==> src/rtl/riscv_pkg.sv <==
// Shared RV32I control definitions: opcode constants, datapath mux encodings
// and the multi-cycle controller state set.
package riscv_pkg;

    localparam logic [6:0] OP     = 7'b0110011;
    localparam logic [6:0] OP_IMM = 7'b0010011;
    localparam logic [6:0] LOAD   = 7'b0000011;
    localparam logic [6:0] STORE  = 7'b0100011;
    localparam logic [6:0] BRANCH = 7'b1100011;
    localparam logic [6:0] JAL    = 7'b1101111;
    localparam logic [6:0] JALR   = 7'b1100111;
    localparam logic [6:0] LUI    = 7'b0110111;
    localparam logic [6:0] AUIPC  = 7'b0010111;

    typedef enum logic [2:0] {
        IMM_I = 3'd0,
        IMM_S = 3'd1,
        IMM_B = 3'd2,
        IMM_U = 3'd3,
        IMM_J = 3'd4
    } imm_sel_e;

    typedef enum logic [1:0] {
        PC_PLUS4 = 2'd0,
        PC_IMM   = 2'd1,
        PC_ALU   = 2'd2
    } pc_sel_e;

    typedef enum logic [1:0] {
        WB_ALU = 2'd0,
        WB_MEM = 2'd1,
        WB_PC4 = 2'd2
    } wb_sel_e;

    typedef enum logic [1:0] {
        SRCA_RS1  = 2'd0,
        SRCA_PC   = 2'd1,
        SRCA_ZERO = 2'd2
    } src_a_e;

    typedef enum logic [1:0] {
        SRCB_RS2  = 2'd0,
        SRCB_IMM  = 2'd1,
        SRCB_FOUR = 2'd2
    } src_b_e;

    typedef enum logic [2:0] {
        FETCH  = 3'd0,
        DECODE = 3'd1,
        EXEC   = 3'd2,
        MEM    = 3'd3,
        WB     = 3'd4,
        TRAP   = 3'd5
    } ctrl_state_e;

    function automatic logic op_legal(input logic [6:0] op);
        case (op)
            OP, OP_IMM, LOAD, STORE, BRANCH, JAL, JALR, LUI, AUIPC: return 1'b1;
            default:                                                 return 1'b0;
        endcase
    endfunction

    function automatic imm_sel_e imm_sel_of(input logic [6:0] op);
        case (op)
            STORE:      return IMM_S;
            BRANCH:     return IMM_B;
            LUI, AUIPC: return IMM_U;
            JAL:        return IMM_J;
            default:    return IMM_I;
        endcase
    endfunction

endpackage

==> src/rtl/branch_cond.sv <==
// Branch outcome from the ALU flags; funct3 010/011 have no branch meaning.
module branch_cond (
    input  logic [2:0] funct3,
    input  logic       alu_zero,
    input  logic       alu_lt,
    output logic       taken,
    output logic       bad_funct3
);

    always_comb begin
        taken      = 1'b0;
        bad_funct3 = 1'b0;
        case (funct3)
            3'b000:         taken = alu_zero;
            3'b001:         taken = !alu_zero;
            3'b100, 3'b110: taken = alu_lt;
            3'b101, 3'b111: taken = !alu_lt;
            default:        bad_funct3 = 1'b1;
        endcase
    end

endmodule

==> src/rtl/multicycle_ctrl.sv <==
// Multi-cycle RV32I control FSM with shared instruction/data memory port.
// Optional retired-instruction counter enabled by defining PERF_CNT_EN.
//
// state  | meaning
// FETCH  | request instruction at PC; on mem_ready load IR and PC+4
// DECODE | IR valid, opcode legality check
// EXEC   | ALU operation, branch resolve, jump PC update
// MEM    | load/store data access at ALU result
// WB     | single-cycle register file write
// TRAP   | illegal opcode/funct3 or memory timeout; held until reset
module multicycle_ctrl
    import riscv_pkg::*;
#(
    parameter logic [31:0] RESET_PC    = 32'h0000_0000,
    parameter int unsigned MEM_TIMEOUT = 16
) (
    input  logic        clk,
    input  logic        n_rst,
    input  logic [6:0]  opcode,
    input  logic [2:0]  funct3,
    input  logic        alu_zero,
    input  logic        alu_lt,
    input  logic        mem_ready,
    output logic        mem_req,
    output logic        mem_we,
    output logic        mem_addr_sel,
    output logic        ir_we,
    output logic        pc_we,
    output logic [1:0]  pc_sel,
    output logic [2:0]  imm_sel,
    output logic [1:0]  alu_src_a,
    output logic [1:0]  alu_src_b,
    output logic [1:0]  wb_sel,
    output logic        reg_we,
    output logic [31:0] pc_init,
    output logic        illegal,
    output logic [31:0] retired
);

    localparam int unsigned      TMR_W    = (MEM_TIMEOUT > 1) ? $clog2(MEM_TIMEOUT) : 1;
    localparam logic [TMR_W-1:0] TMR_LOAD = TMR_W'(MEM_TIMEOUT - 1);

    ctrl_state_e      state;
    ctrl_state_e      state_nxt;
    logic [TMR_W-1:0] tmr;

    logic    is_load;
    logic    is_store;
    logic    is_branch;
    logic    is_jal;
    logic    is_jalr;
    logic    br_taken;
    logic    br_bad;
    logic    mem_wait;
    logic    timeout_hit;
    logic    fetch_done;
    logic    mem_done;
    src_a_e  src_a_d;
    src_b_e  src_b_d;
    pc_sel_e pc_sel_d;
    wb_sel_e wb_sel_d;

    assign pc_init   = RESET_PC;
    assign is_load   = (opcode == LOAD);
    assign is_store  = (opcode == STORE);
    assign is_branch = (opcode == BRANCH);
    assign is_jal    = (opcode == JAL);
    assign is_jalr   = (opcode == JALR);

    branch_cond u_branch_cond (
        .funct3     (funct3),
        .alu_zero   (alu_zero),
        .alu_lt     (alu_lt),
        .taken      (br_taken),
        .bad_funct3 (br_bad)
    );

    // mem_req is a flop that is low in reset, so these strobes cannot fire while n_rst is held.
    assign mem_wait    = mem_req && !mem_ready;
    assign timeout_hit = (MEM_TIMEOUT != 0) && mem_wait && (tmr == '0);
    assign fetch_done  = (state == FETCH) && mem_req && mem_ready;
    assign mem_done    = (state == MEM) && mem_req && mem_ready;

    assign ir_we = fetch_done;
    assign pc_we = fetch_done
                || ((state == EXEC) && (is_jal || is_jalr || (is_branch && br_taken && !br_bad)));

    always_comb begin
        state_nxt = state;
        case (state)
            FETCH: begin
                if (fetch_done)       state_nxt = DECODE;
                else if (timeout_hit) state_nxt = TRAP;
            end
            DECODE: state_nxt = op_legal(opcode) ? EXEC : TRAP;
            EXEC: begin
                if (is_branch)                state_nxt = br_bad ? TRAP : FETCH;
                else if (is_load || is_store) state_nxt = MEM;
                else                          state_nxt = WB;
            end
            MEM: begin
                if (mem_done)         state_nxt = is_store ? FETCH : WB;
                else if (timeout_hit) state_nxt = TRAP;
            end
            WB:      state_nxt = FETCH;
            TRAP:    state_nxt = TRAP;
            default: state_nxt = TRAP;
        endcase
    end

    // AUIPC and branch targets take the PC of this instruction; the datapath keeps
    // the pre-increment PC in its own register because PC already moved in FETCH.
    always_comb begin
        src_a_d  = SRCA_RS1;
        src_b_d  = SRCB_RS2;
        pc_sel_d = PC_PLUS4;
        wb_sel_d = WB_ALU;
        case (opcode)
            OP_IMM: src_b_d = SRCB_IMM;
            LUI: begin
                src_a_d = SRCA_ZERO;
                src_b_d = SRCB_IMM;
            end
            AUIPC: begin
                src_a_d = SRCA_PC;
                src_b_d = SRCB_IMM;
            end
            LOAD: begin
                src_b_d  = SRCB_IMM;
                wb_sel_d = WB_MEM;
            end
            STORE:  src_b_d  = SRCB_IMM;
            BRANCH: pc_sel_d = PC_IMM;
            JAL: begin
                pc_sel_d = PC_IMM;
                wb_sel_d = WB_PC4;
            end
            JALR: begin
                src_b_d  = SRCB_IMM;
                pc_sel_d = PC_ALU;
                wb_sel_d = WB_PC4;
            end
            default: ;
        endcase
    end

    // Outputs are decoded from the next state so they are valid from the first cycle of a state.
    // IR only becomes valid in DECODE, so operand/immediate selects start at EXEC and hold through WB.
    always_ff @(posedge clk or negedge n_rst) begin
        if (!n_rst) begin
            state        <= FETCH;
            mem_req      <= 1'b0;
            mem_we       <= 1'b0;
            mem_addr_sel <= 1'b0;
            pc_sel       <= PC_PLUS4;
            imm_sel      <= IMM_I;
            alu_src_a    <= SRCA_RS1;
            alu_src_b    <= SRCB_RS2;
            wb_sel       <= WB_ALU;
            reg_we       <= 1'b0;
            illegal      <= 1'b0;
            tmr          <= TMR_LOAD;
        end else begin
            state        <= state_nxt;
            mem_req      <= (state_nxt == FETCH) || (state_nxt == MEM);
            mem_we       <= (state_nxt == MEM) && is_store;
            mem_addr_sel <= (state_nxt == MEM);
            reg_we       <= (state_nxt == WB);
            illegal      <= (state_nxt == TRAP);
            pc_sel       <= (state_nxt == EXEC) ? pc_sel_d : PC_PLUS4;
            wb_sel       <= (state_nxt == WB) ? wb_sel_d : WB_ALU;
            if (state_nxt inside {EXEC, MEM, WB}) begin
                imm_sel   <= imm_sel_of(opcode);
                alu_src_a <= src_a_d;
                alu_src_b <= src_b_d;
            end else begin
                imm_sel   <= IMM_I;
                alu_src_a <= SRCA_RS1;
                alu_src_b <= SRCB_RS2;
            end
            if ((state_nxt != state) || !mem_wait) begin
                tmr <= TMR_LOAD;
            end else if (tmr != '0) begin
                tmr <= tmr - TMR_W'(1);
            end
        end
    end

`ifdef PERF_CNT_EN
    logic retire;

    assign retire = (state_nxt == FETCH) && (state inside {EXEC, MEM, WB});

    always_ff @(posedge clk or negedge n_rst) begin
        if (!n_rst) begin
            retired <= '0;
        end else if (retire) begin
            retired <= retired + 32'd1;
        end
    end
`else
    assign retired = '0;
`endif

endmodule

==> config.mk <==
export PLATFORM = sky130hd
export DESIGN_NAME = multicycle_ctrl
export DESIGN_NICKNAME = d
export VERILOG_FILES = /design/src/rtl/riscv_pkg.sv /design/src/rtl/branch_cond.sv /design/src/rtl/multicycle_ctrl.sv
export SDC_FILE = /design/constraint.sdc
export NUM_CORES = 1
export LEC_CHECK = 0
export ABC_CLOCK_PERIOD_IN_PS = 4800
export CAP_MARGIN = 10
export CELL_PAD_IN_SITES_DETAIL_PLACEMENT = 0
export CELL_PAD_IN_SITES_GLOBAL_PLACEMENT = 2
export CORE_AREA = 2 2 84 86
export DETAILED_ROUTE_END_ITERATION = 16
export DIE_AREA = 0 0 86 88
export DONT_BUFFER_PORTS = 1
export GPL_ROUTABILITY_DRIVEN = 0
export MAX_ROUTING_LAYER = met4
export PLACE_DENSITY_LB_ADDON = 0.3
export RECOVER_POWER = 100
export SLEW_MARGIN = 5
export SYNTH_ARGS = -nofsm -noshare
export SYNTH_HDL_FRONTEND = slang
export SYNTH_HIERARCHICAL = 1
export SYNTH_SLANG_ARGS = --single-unit
==> constraint.sdc <==
create_clock -name clk -period 4.8 [get_ports clk]
set_input_delay 0.72 -clock clk [delete_from_list [all_inputs] [get_ports clk]]
set_output_delay 0.72 -clock clk [all_outputs]
set_load 0.005 [all_outputs]
==> results.tsv <==
stage	metric	value	unit
status	status	completed	
synth	Post-Syn Instances	205	
synth	ys flop type	dfrtp_1	
floorplan	Starting Density	0.2853	
layout	register area	555.5	um2
route	DR iter-0 viols	63	
setup_path	CP Launch Type	flip-flop	
power_and_ir_drop	worst vdd ir	0.00008144	V
sta	Hold Vio Cnt, Final	0	
setup_path	critical path peak fanout	9	
route	ANT nets after route	0	
clock_tree	clock-pin slew on the worst setup and hold paths	0.07	ns
layout	Final Util	0.2597	
synth	Seq cells post-synth	22	
sta	Final Max Slew Viols	0	
sta	Final TNS setup	0	ns
route	per-cell routed wire length	12.70	um
worst_hold_path	Worst Hold Class	in -> async	
global_route	initial antenna violation count	0	
clock_tree	TritonCTS clock tree	built	
setup_path	CP max stage cell	o31ai_1	
synth	Seq/Total Area, Yosys	0.2931	
floorplan	Core Area	0.006644	mm2
sta	Worst Tran Pin Value	1.320	ns
layout	Multi-input gate area	983.4	um2
setup_path	CP cell instances	inv_1 -> ha_1 -> nor3b_1 -> a31oi_1 -> a21oi_1 -> o31ai_1 -> a211oi_1	
clock_tree	maximum root-to-sink buffer count	2	
placed_design	dpl ws	2.344	ns
sta	Finish-stage setup viols	0	
power_and_ir_drop	Reg power frac	0.456	
setup_path	internal reg-to-reg setup slack	2.02	ns
power_and_ir_drop	clock share of power	0.200	
synth	cell taking the most area after synthesis	buf_4	
global_route	global-route wire length before repair	5340	um
power_and_ir_drop	Pwr Density	329.2	mW/mm2
power_and_ir_drop	Sw Ratio	0.3943	
sta	Worst Clk Skew	0.002392	ns
global_route	total grt overflow	0	
synth	Synth cell types	48	
sta	Fmax	360.2	MHz
route	DRC violations left	0	
clock_tree	H-tree lvl count	1	
sta	Slew HR	0.1125	
synth	Synth area leaders	buf_4, dfrtp_1, dfstp_2	
floorplan	# rows	30	
sta	RSZ-0062 raised after global routing	false	
layout	diodes inserted	0	
floorplan	I/O pin count	97	
route	Pre-antenna DRT Iters	4	
clock_tree	hold buffers post-CTS	0	
route	mean number of vias per cell	4.220	
layout	Fillers	732	
setup_path	crit-path leading delay family	compound AO/OA/AOI/OAI gates	
synth	Post-synth EDFFs	0	
route	final WL	3582	um
setup_path	Critical Path AT	2.85	ns
setup_path	worst path bufs/invs	1	
synth	synthesized cell area	0.001896	mm2
power_and_ir_drop	Final Power	0.0005681	W
clock_tree	setup repair bufs after CTS	0	
power_and_ir_drop	switching pwr	0.0002240	W
floorplan	Die Wd	86	um
global_route	Most Crowded Layer GR	met1	
synth	warning count from the yosys run	6	
setup_path	Setup CP Type	reg -> reg	
global_route	met3 usage	0.01508	
global_route	largest net degree at the start of global routing	23	
layout	share of layout cells above drive strength 1	0.09901	
sta	setup slack after layout	2.024	ns
sta	Min Hold Slack	0.1516	ns
global_route	vias in the first global route	1020	
layout	commonest non-fill, non-tap cells in the layout	conb_1, dfrtp_1, inv_1	
power_and_ir_drop	internal power	0.0003441	W
setup_path	crit path capture type	flip-flop	
global_route	Overall Global Routing Usage	0.09252	
setup_path	slowest stage delay, CP	1.08	ns
floorplan	Die H	88	um
flow_run	max_cap viols	0	
global_route	met2 Track Usage GR	0.1268	
clock_tree	worst-skew pair later-pin latency	0.25	ns
sta	fin crit share	0.5783	
layout	most common cell after layout, fill and taps aside	conb_1	
sta	Final min period	2.776	ns
layout	Area Growth Syn to Fin	-8.977	%
layout	Nets	220	
global_route	met1 Use GR	0.1330	
setup_path	worst path required time	4.87	ns
clock_tree	clk sinks	22	
route	Vias	1190	
synth	Post-synth ARST share	1.000	
synth	top cell type's share of synthesized area	0.2693	
power_and_ir_drop	Pleak	0.8516	nW
placed_design	I/O Buffers	0	
synth	Syn Area/Cell	9.247	um2
clock_tree	Root Driver	clkbuf_8	
clock_tree	post-cts resize count	0	
placed_design	Final HPWL DP	2886	um
floorplan	Die Area	0.007568	mm2
power_and_ir_drop	combinational share of power	0.344	
clock_tree	CTS Buf Count	3	
## metrics by stage
| step | std cells | cell area [um2] |
|---|---|---|
| 2_1_floorplan | 269 | 2136 |
| 3_3_place_gp | 278 | 1699 |
| 3_5_place_dp | 278 | 1699 |
| 4_1_cts | 282 | 1744 |
| 5_1_grt | 282 | 1725 |
| 6_report | 282 | 1725 |
## metal layers
layer	routed length, um	up-vias
met5	0	-
met4	34	0
met3	286	2
met2	1578	55
met1	1683	561
li1	-	572
## kinds of logic after synthesis
group,synth area share
AOI/OAI and AO/OA,0.1842
xor gates and xnor gates,0.02310
adders and majority gates,0.01320
buffers and inverters,0.3049
DFF,0.2931
muxes,0.01848
other,0.001978
and+or+nand+nor,0.1611
## synthesized netlist by cell type, types with 3 or more instances
library cell / number
buf_4: 68
dfrtp_1: 18
inv_1: 11
a21oi_1: 9
nand2_1: 7
nand3_1: 7
nor2_1: 7
a211oi_1: 6
nor3_1: 6
o21ai_0: 6
dfstp_2: 4
nor2b_1: 4
xor2_1: 4
a211oi_2: 3
nor4_1: 3
## registers in the layout (all words and copies together) (netlist names)
register / cells
wb_sel: 2
alu_src_a: 2
tmr: 4
illegal: 1
pc_sel: 2
mem_we: 1
imm_sel: 3
mem_req: 1
reg_we: 1
alu_src_b: 1
mem_addr_sel: 1
state: 3
## power by group through the flow
stage / combinational [W] / clock, W / sequential [W]
after floorplan: 0.000249 / 0 / 0.000226
after global placement: 0.000211 / 0 / 0.000263
after detailed placement: 0.000208 / 0 / 0.000262
after CTS: 0.000208 / 0.000118 / 0.000259
after global routing: 0.000221 / 0.000127 / 0.000264
final: 0.000196 / 0.000113 / 0.000259
## path summary, 6_finish.rpt
check,start,endpoint,cells past startpoint
setup / recovery,tmr[0],imm_sel[0],7
hold / removal,n_rst,wb_sel[1],0
setup reg to reg,tmr[0],imm_sel[0],7
hold reg to reg,tmr[3],tmr[3],2
max in group asynchronous,n_rst,tmr[3],0
min in group clk,opcode[5],alu_src_a[0],1
## final cells by class
class | count | area share
Tap cell | 80 | 0.05801
Clock buffer | 4 | 0.02611
Inverter | 11 | 0.02393
Sequential cell | 22 | 0.3220
Multi-Input combinational cell | 165 | 0.5700
(Power assumes the default switching activity.)
